[config.mk]
export PLATFORM = sky130hd
export DESIGN_NAME = instr_encoder_flat
export DESIGN_NICKNAME = d
export VERILOG_FILES = /design/src/rtl/mips_pkg.sv /design/src/rtl/instr_encoder_if.sv /design/src/rtl/instr_enc_fifo.sv /design/src/rtl/instr_encoder.sv /design/src/flat_wrapper.sv
export SDC_FILE = /design/constraint.sdc
export NUM_CORES = 1
export LEC_CHECK = 0
export BUFFER_PORTS_ARGS = -buffer_cell sky130_fd_sc_hd__buf_2
export CAP_MARGIN = 20
export CORE_ASPECT_RATIO = 1.25
export CORE_UTILIZATION = 45
export DETAILED_ROUTE_END_ITERATION = 16
export GPL_TIMING_DRIVEN = 0
export HOLD_SLACK_MARGIN = 0.12
export PLACE_DENSITY = 0.63
export SLEW_MARGIN = 30
export SYNTH_ARGS = -nofsm -noshare
export SYNTH_HDL_FRONTEND = slang
export SYNTH_SLANG_ARGS = --single-unit
[constraint.sdc]
create_clock -name clk -period 9.15 [get_ports clk]
set_clock_uncertainty 0.1 [all_clocks]
set_input_delay 0.915 -clock clk [delete_from_list [all_inputs] [get_ports clk]]
set_output_delay 0.915 -clock clk [all_outputs]
set_load 0.03 [all_outputs]
[src/rtl/mips_pkg.sv]
// -----------------------------------------------------------------------------
// mips_pkg
// Shared MIPS32 encoding definitions used by the program loader and its
// matching control decoder: opcode and funct constants, the 3-bit op-class
// enum, the format field widths, the loader state enum and the encode helpers.
// No ports (package).
// -----------------------------------------------------------------------------
package mips_pkg;

    // Format field widths
    localparam int OPCODE_W = 6;
    localparam int REG_W    = 5;
    localparam int SHAMT_W  = 5;
    localparam int FUNCT_W  = 6;
    localparam int IMM_W    = 16;
    localparam int TARGET_W = 26;
    localparam int INSTR_W  = 32;

    // Op classes as carried on req_op
    typedef enum logic [2:0] {
        OP_RTYPE = 3'd0,
        OP_ADDI  = 3'd1,
        OP_BEQ   = 3'd2,
        OP_BNE   = 3'd3,
        OP_LW    = 3'd4,
        OP_SW    = 3'd5,
        OP_SLTI  = 3'd6,
        OP_J     = 3'd7
    } op_class_e;

    // Primary opcodes
    localparam logic [OPCODE_W-1:0] OPC_RTYPE = 6'b000000;
    localparam logic [OPCODE_W-1:0] OPC_ADDI  = 6'b001000;
    localparam logic [OPCODE_W-1:0] OPC_BEQ   = 6'b000100;
    localparam logic [OPCODE_W-1:0] OPC_BNE   = 6'b000101;
    localparam logic [OPCODE_W-1:0] OPC_LW    = 6'b100011;
    localparam logic [OPCODE_W-1:0] OPC_SW    = 6'b101011;
    localparam logic [OPCODE_W-1:0] OPC_SLTI  = 6'b001010;
    localparam logic [OPCODE_W-1:0] OPC_J     = 6'b000010;

    // R-type function codes the decoder recognises
    localparam logic [FUNCT_W-1:0] FUNCT_ADD = 6'b100000;
    localparam logic [FUNCT_W-1:0] FUNCT_SUB = 6'b100010;
    localparam logic [FUNCT_W-1:0] FUNCT_AND = 6'b100100;
    localparam logic [FUNCT_W-1:0] FUNCT_OR  = 6'b100101;
    localparam logic [FUNCT_W-1:0] FUNCT_SLT = 6'b101010;

    // Loader states
    typedef enum logic [1:0] {
        ST_IDLE = 2'd0,
        ST_LOAD = 2'd1,
        ST_DONE = 2'd2
    } enc_state_e;

    function automatic logic [OPCODE_W-1:0] opcode_of(input op_class_e op);
        logic [OPCODE_W-1:0] opc;
        case (op)
            OP_RTYPE: opc = OPC_RTYPE;
            OP_ADDI:  opc = OPC_ADDI;
            OP_BEQ:   opc = OPC_BEQ;
            OP_BNE:   opc = OPC_BNE;
            OP_LW:    opc = OPC_LW;
            OP_SW:    opc = OPC_SW;
            OP_SLTI:  opc = OPC_SLTI;
            OP_J:     opc = OPC_J;
            default:  opc = OPC_RTYPE;
        endcase
        return opc;
    endfunction

    // Builds the 32-bit word; fields the chosen format does not use are dropped.
    function automatic logic [INSTR_W-1:0] encode_word(
        input op_class_e            op,
        input logic [REG_W-1:0]     rs,
        input logic [REG_W-1:0]     rt,
        input logic [REG_W-1:0]     rd,
        input logic [SHAMT_W-1:0]   shamt,
        input logic [FUNCT_W-1:0]   funct,
        input logic [IMM_W-1:0]     imm,
        input logic [TARGET_W-1:0]  target
    );
        logic [INSTR_W-1:0] word;
        case (op)
            OP_RTYPE: word = {OPC_RTYPE, rs, rt, rd, shamt, funct};
            OP_J:     word = {OPC_J, target};
            default:  word = {opcode_of(op), rs, rt, imm};
        endcase
        return word;
    endfunction

    function automatic logic funct_is_legal(input logic [FUNCT_W-1:0] funct);
        logic ok;
        case (funct)
            FUNCT_ADD, FUNCT_SUB, FUNCT_AND, FUNCT_OR, FUNCT_SLT: ok = 1'b1;
            default: ok = 1'b0;
        endcase
        return ok;
    endfunction

endpackage

[src/rtl/instr_encoder_if.sv]
// -----------------------------------------------------------------------------
// instr_encoder_if
// Bundles the request handshake (host -> loader) and the instruction-memory
// write port (loader -> memory).
//   master : host/memory side (drives requests and imem_ready)
//   slave  : the loader (drives req_ready and the imem write strobe/addr/data)
// Parameter ADDR_W : instruction-memory word-address width.
// -----------------------------------------------------------------------------
interface instr_encoder_if #(
    parameter int ADDR_W = 8
);
    logic              req_valid;
    logic              req_ready;
    logic [2:0]        req_op;
    logic [4:0]        req_rs;
    logic [4:0]        req_rt;
    logic [4:0]        req_rd;
    logic [4:0]        req_shamt;
    logic [5:0]        req_funct;
    logic [15:0]       req_imm;
    logic [25:0]       req_target;
    logic              req_last;
    logic              imem_we;
    logic [ADDR_W-1:0] imem_addr;
    logic [31:0]       imem_wdata;
    logic              imem_ready;

    modport master (
        output req_valid, req_op, req_rs, req_rt, req_rd, req_shamt,
               req_funct, req_imm, req_target, req_last, imem_ready,
        input  req_ready, imem_we, imem_addr, imem_wdata
    );

    modport slave (
        input  req_valid, req_op, req_rs, req_rt, req_rd, req_shamt,
               req_funct, req_imm, req_target, req_last, imem_ready,
        output req_ready, imem_we, imem_addr, imem_wdata
    );
endinterface

[src/rtl/instr_enc_fifo.sv]
// -----------------------------------------------------------------------------
// instr_enc_fifo
// Synchronous DEPTH x WIDTH FIFO holding encoded words. Head word is shown
// combinationally on rdata; push is ignored when full, pop when empty.
// Ports: clk, rst_n (sync active-low, empties the FIFO), push, pop, wdata,
//        rdata, full, empty, level (occupancy).
// -----------------------------------------------------------------------------
module instr_enc_fifo #(
    parameter int DEPTH = 4,
    parameter int WIDTH = 32,
    localparam int PTR_W = $clog2(DEPTH)
) (
    input  logic             clk,
    input  logic             rst_n,
    input  logic             push,
    input  logic             pop,
    input  logic [WIDTH-1:0] wdata,
    output logic [WIDTH-1:0] rdata,
    output logic             full,
    output logic             empty,
    output logic [PTR_W:0]   level
);
    // Pointers carry one extra wrap bit so full and empty are distinguishable.
    logic [WIDTH-1:0] mem_r [DEPTH];
    logic [PTR_W:0]   wr_ptr_r;
    logic [PTR_W:0]   rd_ptr_r;
    logic             do_push_s;
    logic             do_pop_s;

    assign do_push_s = push && !full;
    assign do_pop_s  = pop && !empty;
    assign level     = wr_ptr_r - rd_ptr_r;
    assign full      = (level == (PTR_W+1)'(DEPTH));
    assign empty     = (level == {(PTR_W+1){1'b0}});
    assign rdata     = mem_r[rd_ptr_r[PTR_W-1:0]];

    // Pointer update; reset flushes the queue.
    always_ff @(posedge clk) begin
        if (!rst_n) begin
            wr_ptr_r <= {(PTR_W+1){1'b0}};
            rd_ptr_r <= {(PTR_W+1){1'b0}};
        end else begin
            if (do_push_s) begin
                wr_ptr_r <= wr_ptr_r + {{PTR_W{1'b0}}, 1'b1};
            end
            if (do_pop_s) begin
                rd_ptr_r <= rd_ptr_r + {{PTR_W{1'b0}}, 1'b1};
            end
        end
    end

    // Storage write; contents need no reset since empty gates their use.
    always_ff @(posedge clk) begin
        if (do_push_s) begin
            mem_r[wr_ptr_r[PTR_W-1:0]] <= wdata;
        end
    end
endmodule

[src/rtl/instr_encoder.sv]
// -----------------------------------------------------------------------------
// instr_encoder
// Program loader: encodes field-level MIPS32 requests, queues them in a small
// FIFO and writes them to instruction memory at consecutive word addresses
// starting at base_addr.
// Ports:
//   clk, rst_n          clock, synchronous active-low reset
//   start, base_addr    begin a load (ignored while loading)
//   bus (slave)         request handshake + imem write port
//   busy, done          in LOAD / in DONE
//   word_count          words written since start
//   wrap                sticky: address wrapped during this load
//   err                 sticky illegal-request flag
// Optional build macro INSTR_ENC_CHECK_EN: R-type requests with a funct the
// decoder does not know are accepted but dropped and set err. Without it every
// request is encoded verbatim and err is tied low.
// -----------------------------------------------------------------------------
module instr_encoder
    import mips_pkg::*;
#(
    parameter int ADDR_W = 8,
    parameter int DEPTH  = 4
) (
    input  logic              clk,
    input  logic              rst_n,
    input  logic              start,
    input  logic [ADDR_W-1:0] base_addr,
    instr_encoder_if.slave    bus,
    output logic              busy,
    output logic              done,
    output logic [ADDR_W:0]   word_count,
    output logic              wrap,
    output logic              err
);
    localparam int LVL_W = $clog2(DEPTH) + 1;

    enc_state_e         state_r;
    logic [ADDR_W-1:0]  addr_r;
    logic [ADDR_W:0]    count_r;
    logic               wrap_r;
    logic               last_seen_r;

    logic               fifo_full_s;
    logic               fifo_empty_s;
    logic [LVL_W-1:0]   fifo_level_s;
    logic [INSTR_W-1:0] fifo_rdata_s;
    logic [INSTR_W-1:0] enc_word_s;

    logic               req_ready_s;
    logic               accept_s;
    logic               drop_s;
    logic               push_s;
    logic               pop_s;
    logic [LVL_W-1:0]   level_next_s;
    logic               last_next_s;
    logic               drained_s;

    // Handshake, drop decision and the next-cycle occupancy used to enter DONE.
    always_comb begin
        req_ready_s = (state_r == ST_LOAD) && !fifo_full_s && !last_seen_r;
        accept_s    = bus.req_valid && req_ready_s;
`ifdef INSTR_ENC_CHECK_EN
        drop_s      = (op_class_e'(bus.req_op) == OP_RTYPE) &&
                      !funct_is_legal(bus.req_funct);
`else
        drop_s      = 1'b0;
`endif
        push_s      = accept_s && !drop_s;
        pop_s       = !fifo_empty_s && bus.imem_ready;
        // DONE is entered straight after the last pop, so look one cycle ahead.
        level_next_s = fifo_level_s + LVL_W'(push_s) - LVL_W'(pop_s);
        last_next_s  = last_seen_r || (accept_s && bus.req_last);
        drained_s    = (level_next_s == {LVL_W{1'b0}});
        enc_word_s   = encode_word(op_class_e'(bus.req_op), bus.req_rs, bus.req_rt,
                                   bus.req_rd, bus.req_shamt, bus.req_funct,
                                   bus.req_imm, bus.req_target);
    end

    instr_enc_fifo #(
        .DEPTH (DEPTH),
        .WIDTH (INSTR_W)
    ) u_fifo (
        .clk   (clk),
        .rst_n (rst_n),
        .push  (push_s),
        .pop   (pop_s),
        .wdata (enc_word_s),
        .rdata (fifo_rdata_s),
        .full  (fifo_full_s),
        .empty (fifo_empty_s),
        .level (fifo_level_s)
    );

    // Loader FSM with write address, word counter and sticky wrap flag.
    always_ff @(posedge clk) begin
        if (!rst_n) begin
            state_r     <= ST_IDLE;
            addr_r      <= {ADDR_W{1'b0}};
            count_r     <= {(ADDR_W+1){1'b0}};
            wrap_r      <= 1'b0;
            last_seen_r <= 1'b0;
        end else begin
            case (state_r)
                ST_IDLE, ST_DONE: begin
                    if (start) begin
                        state_r     <= ST_LOAD;
                        addr_r      <= base_addr;
                        count_r     <= {(ADDR_W+1){1'b0}};
                        wrap_r      <= 1'b0;
                        last_seen_r <= 1'b0;
                    end
                end
                ST_LOAD: begin
                    if (pop_s) begin
                        addr_r  <= addr_r + ADDR_W'(1);
                        count_r <= count_r + (ADDR_W+1)'(1);
                        if (addr_r == {ADDR_W{1'b1}}) begin
                            wrap_r <= 1'b1;
                        end
                    end
                    last_seen_r <= last_next_s;
                    if (last_next_s && drained_s) begin
                        state_r <= ST_DONE;
                    end
                end
                default: begin
                    state_r <= ST_IDLE;
                end
            endcase
        end
    end

`ifdef INSTR_ENC_CHECK_EN
    logic err_r;

    // Sticky illegal-request flag, cleared by a start that begins a load.
    always_ff @(posedge clk) begin
        if (!rst_n) begin
            err_r <= 1'b0;
        end else if (start && (state_r != ST_LOAD)) begin
            err_r <= 1'b0;
        end else if (accept_s && drop_s) begin
            err_r <= 1'b1;
        end
    end

    assign err = err_r;
`else
    assign err = 1'b0;
`endif

    assign bus.req_ready  = req_ready_s;
    assign bus.imem_we    = !fifo_empty_s;
    assign bus.imem_addr  = addr_r;
    // Storage is not reset, so mask the head word while nothing is queued.
    assign bus.imem_wdata = fifo_empty_s ? {INSTR_W{1'b0}} : fifo_rdata_s;
    assign busy           = (state_r == ST_LOAD);
    assign done           = (state_r == ST_DONE);
    assign word_count     = count_r;
    assign wrap           = wrap_r;
endmodule

[src/flat_wrapper.sv]
// flat-port wrapper written by rule: the top's interface ports become plain ports
module instr_encoder_flat import mips_pkg::*;
#(
    parameter int ADDR_W = 8,
    parameter int DEPTH  = 4
)
  (clk, rst_n, start, base_addr, busy, done, word_count, wrap, err, bus_req_valid, bus_req_op, bus_req_rs, bus_req_rt, bus_req_rd, bus_req_shamt, bus_req_funct, bus_req_imm, bus_req_target, bus_req_last, bus_imem_ready, bus_req_ready, bus_imem_we, bus_imem_addr, bus_imem_wdata);
  instr_encoder_if #(.ADDR_W(ADDR_W)) bus_i ();
  input  logic clk;
  input  logic rst_n;
  input  logic start;
  input  logic [ADDR_W-1:0] base_addr;
  output logic busy;
  output logic done;
  output logic [ADDR_W:0] word_count;
  output logic wrap;
  output logic err;
  input wire logic [$bits(bus_i.req_valid)-1:0] bus_req_valid;
  input wire logic [$bits(bus_i.req_op)-1:0] bus_req_op;
  input wire logic [$bits(bus_i.req_rs)-1:0] bus_req_rs;
  input wire logic [$bits(bus_i.req_rt)-1:0] bus_req_rt;
  input wire logic [$bits(bus_i.req_rd)-1:0] bus_req_rd;
  input wire logic [$bits(bus_i.req_shamt)-1:0] bus_req_shamt;
  input wire logic [$bits(bus_i.req_funct)-1:0] bus_req_funct;
  input wire logic [$bits(bus_i.req_imm)-1:0] bus_req_imm;
  input wire logic [$bits(bus_i.req_target)-1:0] bus_req_target;
  input wire logic [$bits(bus_i.req_last)-1:0] bus_req_last;
  input wire logic [$bits(bus_i.imem_ready)-1:0] bus_imem_ready;
  output wire logic [$bits(bus_i.req_ready)-1:0] bus_req_ready;
  output wire logic [$bits(bus_i.imem_we)-1:0] bus_imem_we;
  output wire logic [$bits(bus_i.imem_addr)-1:0] bus_imem_addr;
  output wire logic [$bits(bus_i.imem_wdata)-1:0] bus_imem_wdata;
  assign bus_i.req_valid = bus_req_valid;
  assign bus_i.req_op = bus_req_op;
  assign bus_i.req_rs = bus_req_rs;
  assign bus_i.req_rt = bus_req_rt;
  assign bus_i.req_rd = bus_req_rd;
  assign bus_i.req_shamt = bus_req_shamt;
  assign bus_i.req_funct = bus_req_funct;
  assign bus_i.req_imm = bus_req_imm;
  assign bus_i.req_target = bus_req_target;
  assign bus_i.req_last = bus_req_last;
  assign bus_i.imem_ready = bus_imem_ready;
  assign bus_req_ready = bus_i.req_ready;
  assign bus_imem_we = bus_i.imem_we;
  assign bus_imem_addr = bus_i.imem_addr;
  assign bus_imem_wdata = bus_i.imem_wdata;
  instr_encoder #(.ADDR_W(ADDR_W), .DEPTH(DEPTH)) u_core (.clk(clk), .rst_n(rst_n), .start(start), .base_addr(base_addr), .bus(bus_i), .busy(busy), .done(done), .word_count(word_count), .wrap(wrap), .err(err));
endmodule
==> results by group <==
Status
  • Status: finished clean

Critical path
  • Slowest stage delay, CP: roughly 650 ps
  • CP delay by family, top: buffers and inverters
  • Worst setup EP type: flop
  • Crit path kind: flop to flop
  • WP depth: 11
  • CP Cell Sequence: inv_1 -> ha_1 -> fa_1 -> nand2_1 -> nor2_1 -> nor4_2 -> buf_2 -> buf_2 -> buf_2 -> buf_2 -> buf_2
  • Buffers & Inverters on Critical Path: 6
  • CP required: 9170 ps
  • Cell mode on critical path: buf_2
  • Critical Path AT: roughly 4000 ps
  • R2R depth: 11
  • Crit path max fanout: 7
  • Slowest CP cell: nor4_2
  • Worst Setup Start Kind: flop

GRT
  • Met2 usage: 37.2%
  • Global route overflow: 0
  • First-pass GRT wire length: 25.1 mm
  • GR Util All Layers: approximately a fifth
  • Pin count of the biggest net entering global routing: 18
  • Met1 GRT Util: between 20% and 30%
  • Vias in the first global route: around 5000
  • Most crowded layer after global routing: met2
  • Initial antenna violation count: 0
  • M3 GR Usage: under 10%

STA
  • Fin Setup TNS: 0 ps
  • Slew margin rel.: approximately half
  • Fmax: 253 MHz
  • Final setup fails: 0
  • Tcrit/Tclk final: 43.3%
  • RSZ-0062 raised after global routing: false
  • Count of pins over their slew limit: 0
  • Fin. Hold Viols: 0
  • Tmin final: 3960 ps
  • Slew @ Worst Pin: 740 ps
  • Worst Setup Slack, final: 5190 ps

Pwr
  • Worst vdd ir: roughly 0.15 mV
  • Pwr/cell area: about 270 mW/mm²
  • Leak: ~0.0032 µW
  • Power, Total: 2390 µW

Yosys
  • Yosys top cell by area: edfxtp_1
  • Post-synth EDFFs: 124
  • Synth top area share: a little over half
  • Sequential share of the synthesized area: 60.5%
  • Post-synthesis cell count: approximately 490
  • Synth area leaders: edfxtp_1 52%, mux4_2 9.8%, dfxtp_1 8.2%
  • Synth Cell Area: 0.00712 mm²
  • Warnings, synthesis: 0
  • Syn avg cell area: about 14 µm²
  • Flops & latches, synth: about 150
  • Post-synthesis async set-or-reset flop share: 0%
  • Synth Flop Type: edfxtp_1
  • Yosys cell types: 54

Clocking
  • Clock Sink Count: around 150
  • H-tree Lvls: 4
  • Cts bufs inserted: 17
  • Post-CTS setup buffers: 0
  • CTS tree: yes
  • Clock transition at path regs: around 60 ps
  • CTS Buffer Depth: 2
  • Resized cells post-CTS: 0
  • Root Buffer: clkbuf_16
  • Hold buffers post-CTS: 0
  • Worst-Skew Late Latency: 420 ps

Floorplanning
  • Std cell rows: 51
  • Die area: roughly 0.016 mm²
  • Initial Util: roughly 46%
  • DIE WIDTH: roughly 110 µm
  • Core area: roughly 0.016 mm²
  • DIE HEIGHT: between 100 and 150 µm
  • IO Pins: 140

Finish
  • Commonest non-fill, non-tap cells in the layout: 147 x buf_2, 124 x edfxtp_1, 31 x mux4_2, 31 x and2_1, 29 x dfxtp_1
  • Share of cells above drive strength 1: between 30% and 40%
  • # nets final: around 760
  • Synth-to-Final Area Change: 23.4%
  • Commonest non-fill, non-tap cell in the layout: buf_2
  • # diodes: 0
  • Post-Layout Inst Area: approximately 0.0088 mm²

Worst hold path
  • Hold Path Class: flop to flop
  • Hold depth: 1

Placement
  • GPL Wtd Cong: ~0.81
  • Place WS: around 5100 ps
  • Final HPWL DP: around 11 mm
  • Placed Area: between 0.008 and 0.009 mm²
  • Number of port buffers: around 140

Route
  • Per-cell routed wire length: 18.0 µm
  • Via density: around 5.4
  • Total number of vias: roughly 4800
  • Antenna Nets Post-Route: 0
  • Initial DRC count: roughly 300
  • Drt pass-1 iters: 4
  • DRC violations left: 0
  • WL final: about 16 mm

Run
  • Max-cap viol count: 0
synth_stat cells (2+ instances only):
master,instances
nor2_1,12
a2111o_1,5
edfxtp_1,124
buf_2,5
o21ai_0,12
ha_1,12
buf_1,3
clkbuf_1,20
nand2b_1,4
nor2b_1,18
mux2_2,10
inv_1,10
mux4_2,31
o211ai_1,3
nand2_1,26
a21oi_1,28
mux2i_1,21
and2_1,34
nand4_1,5
o221a_2,2
dfxtp_1,29
nand3_1,10
a22oi_1,2
a31oi_1,2
a211oi_1,19
fa_1,2
nor3_1,8
xor2_1,3
nor3b_1,4
buf_4,2
o32ai_1,4
per-layer routing:
| layer | vias to the layer above | routed length (µm) |
|---|---|---|
| li1 | 2244 | - |
| met1 | 2393 | 6450 |
| met2 | 138 | 8560 |
| met3 | 23 | 582 |
| met4 | 0 | 339 |
| met5 | - | 0 |
final timing paths:
check | startpoint | endpoint | slack (ps)
min | u_core.wrap$_SDFFE_PN0P_ | u_core.wrap$_SDFFE_PN0P_ | 370
max | u_core.u_fifo.wr_ptr_r[0]$_SDFFE_PN0P_ | u_core.u_fifo.mem_r[3][8]$_DFFE_PP_ | 5190
min reg2reg | u_core.wrap$_SDFFE_PN0P_ | u_core.wrap$_SDFFE_PN0P_ | 370
max reg2reg | u_core.u_fifo.wr_ptr_r[0]$_SDFFE_PN0P_ | u_core.u_fifo.mem_r[3][8]$_DFFE_PP_ | 5190
power breakdown:
part	switching, µW	internal, µW	leakage, µW
Clock	264	429	0.000277
Sequential	21.6	792	0.00136
Combinational	575	309	0.00159
stage by stage:
step / hold WS, ps / util, % / cells
after detailed placement: 362 / 52.8 / 851
after floorplan: 357 / - / 494
after CTS: 378 / 56.6 / 883
final: 371 / 56.6 / 883
after global placement: 343 / 52.0 / 842
after global routing: 405 / 56.6 / 883
flip-flops by register name, summed over array words and instances (netlist names), named ones only:
name                    cells
u_core.wrap                 1
u_core.u_fifo.wr_ptr_r      3
u_core.last_seen_r          1
u_core.state_r              2
u_core.u_fifo.rd_ptr_r      3
u_core.bus.imem_addr        8
u_core.word_count           9
u_core.u_fifo.mem_r       124
kinds of logic (layout without fill, tap and decap cells):
group | after synthesis | after routing | synth area share [%]
AOI/OAI and AO/OA | 88 | 88 | 9.00
and+or+nand+nor | 129 | 129 | 9.94
adders and majority gates | 14 | 14 | 2.67
other | 1 | 2 | 0.0527
buffers and inverters | 41 | 218 | 2.46
DFF | 153 | 153 | 60.5
xor gates and xnor gates | 5 | 5 | 1.04
muxes | 62 | 62 | 14.3
cell type report:
cell class / count / area [µm²]
Fill cell: 1327 / 6730
Timing Repair Buffer: 145 / 793
Inverter: 10 / 37.5
Sequential cell: 153 / 4300
Clock buffer: 21 / 440
Clock inverter: 11 / 149
Tap cell: 212 / 265
Buffer: 31 / 138
Multi-Input combinational cell: 300 / 2650
Power figures use the tool's default switching activity.
